File: config.mk
export PLATFORM = sky130hd
export DESIGN_NAME = add_result_acc
export DESIGN_NICKNAME = d
export VERILOG_FILES = /design/src/rtl/add_result_acc.sv
export SDC_FILE = /design/constraint.sdc
export NUM_CORES = 1
export LEC_CHECK = 0
export BUFFER_PORTS_ARGS = -buffer_cell sky130_fd_sc_hd__clkbuf_2
export CORE_MARGIN = 1
export CORE_UTILIZATION = 53
export CTS_BUF_LIST = sky130_fd_sc_hd__clkbuf_16
export CTS_CLUSTER_SIZE = 30
export DETAILED_ROUTE_END_ITERATION = 16
export GPL_TIMING_DRIVEN = 0
export PLACE_DENSITY = 0.79
export REMOVE_ABC_BUFFERS = 1
export SETUP_SLACK_MARGIN = 0.05
export SKIP_CTS_REPAIR_TIMING = 1
export SLEW_MARGIN = 20
export SYNTH_ARGS = -nofsm -noshare
export SYNTH_HDL_FRONTEND = slang
export SYNTH_SLANG_ARGS = --single-unit
export TNS_END_PERCENT = 10
File: constraint.sdc
create_clock -name clk -period 2.65 [get_ports clk]
set_clock_uncertainty 0.2 [all_clocks]
set_input_delay 0.53 -clock clk [delete_from_list [all_inputs] [get_ports clk]]
set_output_delay 0.53 -clock clk [all_outputs]
set_load 0.01 [all_outputs]
File: src/rtl/add_result_acc.sv
// Batch accumulator after full_adder_4b: sums N_SAMPLES result words, then holds the total for a handshake.
// Optional build macro ACC_SATURATE_EN clamps the total at 2^ACC_W-1 instead of wrapping.
module add_result_acc #(
   parameter int unsigned ACC_W     = 12,
   parameter int unsigned N_SAMPLES = 4
) (
   input  logic             clk,
   input  logic             rst_n,
   input  logic             clear,
   input  logic             in_valid,
   output logic             in_ready,
   input  logic [7:0]       in_result,
   output logic             out_valid,
   input  logic             out_ready,
   output logic [ACC_W-1:0] out_sum,
   output logic             out_ovf
);

   typedef enum logic {ACCUM, HOLD} state_t;

   state_t           state_q, state_d;
   logic [ACC_W-1:0] acc_q, acc_d;
   logic [3:0]       cnt_q, cnt_d;
   logic             ovf_q, ovf_d;
   logic             in_ready_q, in_ready_d;
   logic             out_valid_q, out_valid_d;
   logic [ACC_W:0]   sum;

   always_comb begin
      state_d = state_q;
      acc_d   = acc_q;
      cnt_d   = cnt_q;
      ovf_d   = ovf_q;
      sum     = {1'b0, acc_q} + {{(ACC_W-7){1'b0}}, in_result};
      if (clear) begin
         state_d = ACCUM;
         acc_d   = '0;
         cnt_d   = '0;
         ovf_d   = 1'b0;
      end else begin
         case (state_q)
            ACCUM: begin
               if (in_valid) begin
`ifdef ACC_SATURATE_EN
                  // once clamped, any nonzero add carries again, so the clamp persists
                  acc_d = sum[ACC_W] ? '1 : sum[ACC_W-1:0];
`else
                  acc_d = sum[ACC_W-1:0];
`endif
                  ovf_d = ovf_q | sum[ACC_W];
                  if (cnt_q == 4'(N_SAMPLES - 1)) begin
                     cnt_d   = '0;
                     state_d = HOLD;
                  end else begin
                     cnt_d = cnt_q + 4'd1;
                  end
               end
            end
            HOLD: begin
               if (out_ready) begin
                  acc_d   = '0;
                  ovf_d   = 1'b0;
                  state_d = ACCUM;
               end
            end
            default: state_d = ACCUM;
         endcase
      end
      // handshake flags are registered copies of the next state
      in_ready_d  = (state_d == ACCUM);
      out_valid_d = (state_d == HOLD);
   end

   always_ff @(posedge clk or negedge rst_n) begin
      if (!rst_n) begin
         state_q     <= ACCUM;
         acc_q       <= '0;
         cnt_q       <= '0;
         ovf_q       <= 1'b0;
         in_ready_q  <= 1'b1;
         out_valid_q <= 1'b0;
      end else begin
         state_q     <= state_d;
         acc_q       <= acc_d;
         cnt_q       <= cnt_d;
         ovf_q       <= ovf_d;
         in_ready_q  <= in_ready_d;
         out_valid_q <= out_valid_d;
      end
   end

   assign in_ready  = in_ready_q;
   assign out_valid = out_valid_q;
   assign out_sum   = acc_q;
   assign out_ovf   = ovf_q;

endmodule

==> results of run 1 <==
==> final cells by class <==
class                      count  area, sq um
multi-input combinational    101        710.7
fill                         168        619.3
sequential                    19        476.7
timing repair buffer          27        135.1
clock buffer                   3        75.07
tap                           27        33.78
inverter                       2        7.507
clock inverter                 1        3.754
==> critical path, delay by kind of cell (launching register included) <==
family,cells,cell delay (ns)
AOI/OAI and AO/OA,4,0.98
adders and majority gates,2,0.65
DFF,1,0.39
==> flip-flops by register name, indices dropped and copies added (netlist names) <==
name and cells:
in_ready 1, cnt_q 4, out_ovf 1, out_sum 12, out_valid 1
==> synth_stat cells (all sizes together) (2+ instances only) <==
library cell   n  area (sq um)
ha             9         112.6
dfrtp         18         450.4
xor2           3         26.28
and2           2         12.51
nor3           4         20.02
nor2           4         15.01
a21o           5         38.79
o21ai          6         30.03
nand2         16         60.06
xnor2          3         26.28
o211ai         2         20.02
clkbuf         3         11.26
nor4           2         12.51
o31ai          2         15.01
or3            3         18.77
a21oi         10         50.05
nand2b         4         25.02
nand3          2         10.01
a22o           5         43.79
mux2i          2         20.02
inv            2         7.510
o21a           2         15.01
==> cells by family after synthesis <==
| kind of cell | after synthesis | share of synthesized area |
|---|---|---|
| adder cells (fa/ha/maj) | 10 | 0.1095 |
| AO/OA/AOI/OAI | 39 | 0.2304 |
| AND/OR/NAND/NOR | 44 | 0.1870 |
| multiplexers | 2 | 0.01653 |
| buffers and inverters | 6 | 0.01963 |
| XOR/XNOR | 6 | 0.04340 |
| flip-flops | 19 | 0.3936 |
==> final timing paths <==
| kind | startpoint | to | cells past startpoint |
|---|---|---|---|
| max in group asynchronous | rst_n | in_ready | 1 |
| worst min-delay path | rst_n | out_sum[5] | 1 |
| worst max-delay path | out_sum[0] | out_ovf | 6 |
| worst max register to register | out_sum[0] | out_ovf | 6 |
| worst min register to register | out_sum[0] | out_sum[0] | 2 |
| min in group clk | out_sum[0] | out_sum[0] | 2 |
==> metal layers <==
layer	vias to the layer above	track usage	wire length (microns)
li1	524	-	-
met1	487	0.3095	1170
met2	39	0.3874	1234
met3	6	0.03704	128
met4	0	0.1095	37
met5	-	0	0
==> report_power, final <==
group / leakage (nW) / total (mW) / internal (mW) / switching [mW]
Combinational: 0.421 / 0.299 / 0.133 / 0.166
Sequential: 0.254 / 0.349 / 0.319 / 0.0303
Clock: 0.0423 / 0.306 / 0.201 / 0.105
Total: 0.717 / 0.954 / 0.652 / 0.302
==> flow_summary.toml, run 1 <==
[finish]
final_cell_mix = "clkbuf_2 (27), dfrtp_1 (18), nand2_1 (16)"
drive_gt1_frac = 0.2353
instances_no_fill = 180
final_common_cell = "clkbuf_2"
final_net_count = 177
post-route-util = 0.6996
diodes = 0
post-route-cell-area_sq_mm = 0.001443
area_delta_synth_final_pct = 19.11

[logic_synthesis]
syn_inst = 126
synth-seq-area-share = 0.3936
ys_async_sr_fraction = 1.000
synthesis.area_sq_mm = 0.001211
ys_seq_elements = 19
synth_edf_count = 0
syn_avg_cell_area_sq_um = 9.612
ys_types = 41
ys_warn_count = 0
synth_ff_type = "dfrtp_1"

[outcome]
status = "completed"

[grt]
grt_pass1_vias = 1031
grt_pass1_wl_microns = 4512
grt_util_all_layers = 0.2382
grt_max_degree = 20
antenna_found_initial = 0
overflow = 0

[clocking]
cts.path.max_buffers = 2
cts_made_buffers = 3
cts.htree.levels = 1
insertion_delay_ns = 0.25
cts_tree = "built"
cts.sinks = 19
cts_root_buf = "clkbuf_16"
clk_pin_slew_ns = 0.05

[sta]
whs_ns = 0.03943
min_period_ns = 2.348
period_share = 0.8861
setup_ws_ns = 0.3017
timing.slew.headroom = 0.4481
tightest_slew_ns = 0.8249
setup_viol = 0
hold_viol_final = 0
rsz0062_at_grt = "false"
slew_violations = 0
fmax_ghz = 0.4258
tns_ns = 0

[drt]
drt_pass1_iterations = 4
wl_per_cell_microns = 14.28
drtIter0Drc = 27
drc_errors = 0
antenna_left = 0
vias = 1056
totalWireLength_microns = 2571
routed_via_density = 5.867

[setup_path]
cp_slowest_stage_delay_ns = 0.42
ff2ff_setup_slack_ns = 0.30
crit_chain = "ha_1, fa_1, a21o_1, a221oi_2, o21ai_0, a22o_1"
crit_path_start_kind = "flip-flop"
critPathKind = "reg2reg"
crit_required_ns = 2.58
worstPathMaxFanout = 5
cp_slowest_cell = "a221oi_2"
worstPathArrival_ns = 2.28
setup.worst_path.end_class = "flip-flop"

[die]
die_h_microns = 49.81
rows = 16
die_area_sq_mm = 0.002481
ioPinCount = 28
die_w_microns = 49.81
core_area_sq_mm = 0.002062
initial_core_util = 0.5874

[job]
cap_violations = 0

[power]
peakVddDrop_uv = 402.8
powerDensity_mw_per_mm2 = 661.5
finalPower_mw = 0.9544
power.leakage_nw = 0.7169

[place]
port_buffers = 27
finalWeightedCongestion = 0.8199
dp_slack_ns = 0.08932
dpl_cell_area_sq_mm = 0.001364
dp_cells = 176
dp_hpwl_microns = 1907

[hold_path]
hp-class = "in2async"
(Power assumes the default switching activity.)
==> inputs of run 2 (changes only) <==
--- a/config.mk
+++ b/config.mk
@@ -5,7 +5,7 @@
 export SDC_FILE = /design/constraint.sdc
 export NUM_CORES = 1
 export LEC_CHECK = 0
-export BUFFER_PORTS_ARGS = -buffer_cell sky130_fd_sc_hd__clkbuf_2
+export BUFFER_PORTS_ARGS = -buffer_cell sky130_fd_sc_hd__buf_4
 export CORE_MARGIN = 1
 export CORE_UTILIZATION = 53
 export CTS_BUF_LIST = sky130_fd_sc_hd__clkbuf_16
==> flow_summary.toml, run 2 (same netlist as run 1, synthesis figures left out) <==
[hold_path]
hp-class = "in2reg"

[place]
dp_hpwl_microns = 1936
port_buffers = 27
finalWeightedCongestion = 0.8580

[die]
ioPinCount = 28
die_h_microns = 49.81
die_area_sq_mm = 0.002481
initial_core_util = 0.5874
rows = 16
core_area_sq_mm = 0.002062
die_w_microns = 49.81

[sta]
setup_viol = 0
slew_violations = 0
rsz0062_at_grt = "false"
period_share = 0.8931
fmax_ghz = 0.4225
tightest_slew_ns = 0.8595
hold_viol_final = 0
min_period_ns = 2.367
timing.slew.headroom = 0.4249
tns_ns = 0

[clocking]
cts.sinks = 19
cts_root_buf = "clkbuf_16"
cts.htree.levels = 1
cts_tree = "built"
clk_pin_slew_ns = 0.06
cts.path.max_buffers = 2
insertion_delay_ns = 0.25
cts_made_buffers = 3

[power]
finalPower_mw = 0.9720
peakVddDrop_uv = 561.5
p_sw_mw = 0.2987
powerDensity_mw_per_mm2 = 638.9
p_int_mw = 0.6733
combPwrFrac = 0.326
p_seq_frac = 0.358
power.leakage_nw = 0.7388
swShare = 0.3073
p_clk_frac = 0.316

[drt]
drtIter0Drc = 22
vias = 1081
drt_pass1_iterations = 4
totalWireLength_microns = 2662
wl_per_cell_microns = 14.71
antenna_left = 0
routed_via_density = 5.972
drc_errors = 0

[finish]
multiInputGateArea_sq_um = 710.7
area_delta_synth_final_pct = 25.62
diodes = 0
final_cell_mix = "buf_4 (27), dfrtp_1 (18), nand2_1 (16)"
final_common_cell = "buf_4"
fill_cells = 153
seqCellArea_sq_um = 476.7
final_net_count = 178
drive_gt1_frac = 0.2403
largest_register_ffs = 12

[grt]
grt_pass1_wl_microns = 4278
antenna_found_initial = 0
grt_pass1_vias = 980
grt_max_degree = 20
overflow = 0
grt_util_all_layers = 0.2229

[setup_path]
critPathKind = "reg2reg"
setup.worst_path.end_class = "flip-flop"
ff2ff_setup_slack_ns = 0.28
crit_path_start_kind = "flip-flop"
crit_required_ns = 2.58
worstPathMaxFanout = 5
worstPathArrival_ns = 2.30

[job]
cap_violations = 0

[outcome]
status = "completed"
[run 2: cell types whose count changed in the layout (fill, tap and decap cells not counted)]
cell	previous run	this run
buf_4	0	27
clkbuf_2	27	0
clkinv_2	0	1
dlygate4sd3_1	0	1
inv_1	3	2
[run 2: final timing paths]
check                      cells after the start          to       start
max                                            6     out_ovf  out_sum[0]
max reg2reg                                    6     out_ovf  out_sum[0]
min reg2reg                                    2  out_sum[0]  out_sum[0]
max in group asynchronous                      2    in_ready       rst_n
min in group asynchronous                      2  out_sum[0]       rst_n
min                                            2    cnt_q[1]       clear
[run 2: power groups by stage]
stage          logic, mW  registers [mW]  clock network [mW]
2_1_floorplan      0.201           0.361                   0
3_3_place_gp       0.306           0.351                   0
3_5_place_dp       0.315           0.353                   0
4_1_cts            0.316           0.349               0.312
5_1_grt            0.353           0.353               0.324
6_report           0.317           0.348               0.307
[run 2: area by class of cell]
class,instances,area share
Tap cell,27,0.02220
Clock buffer,3,0.04934
Timing Repair Buffer,28,0.1398
Clock inverter,1,0.003289
Sequential cell,19,0.3133
Multi-Input combinational cell,101,0.4671
Inverter,2,0.004934
[run 2: per-layer routing]
metal | global-route usage | up-vias | share of wire
met3 | 0.04012 | 2 | 0.039
li1 | - | 528 | -
met5 | 0 | - | 0
met2 | 0.3581 | 28 | 0.48
met1 | 0.3078 | 523 | 0.48
met4 | 0.05714 | 0 | 0.0053
[run 2: metrics by stage]
stage               utilization  instance area, sq um  instances  hold WS (ns)  setup WS, ns
global route             0.7379                  1521        181        0.3102        0.1429
finish                   0.7379                  1521        181        0.3011        0.2832
detailed placement       0.6942                  1431        176        0.2218       0.03141
global placement         0.6942                  1431        176        0.2178       0.06342
CTS                      0.7330                  1511        180      -0.04194        0.2812
floorplan                     -                  1195        122       0.03441        0.3768
[run 2: critical path: stages, from the launching register on]
cell	delay (ns)
dfrtp_1	0.39
ha_1	0.23
fa_1	0.41
a21o_1	0.20
a221oi_2	0.46
o21ai_0	0.16
a22o_1	0.20
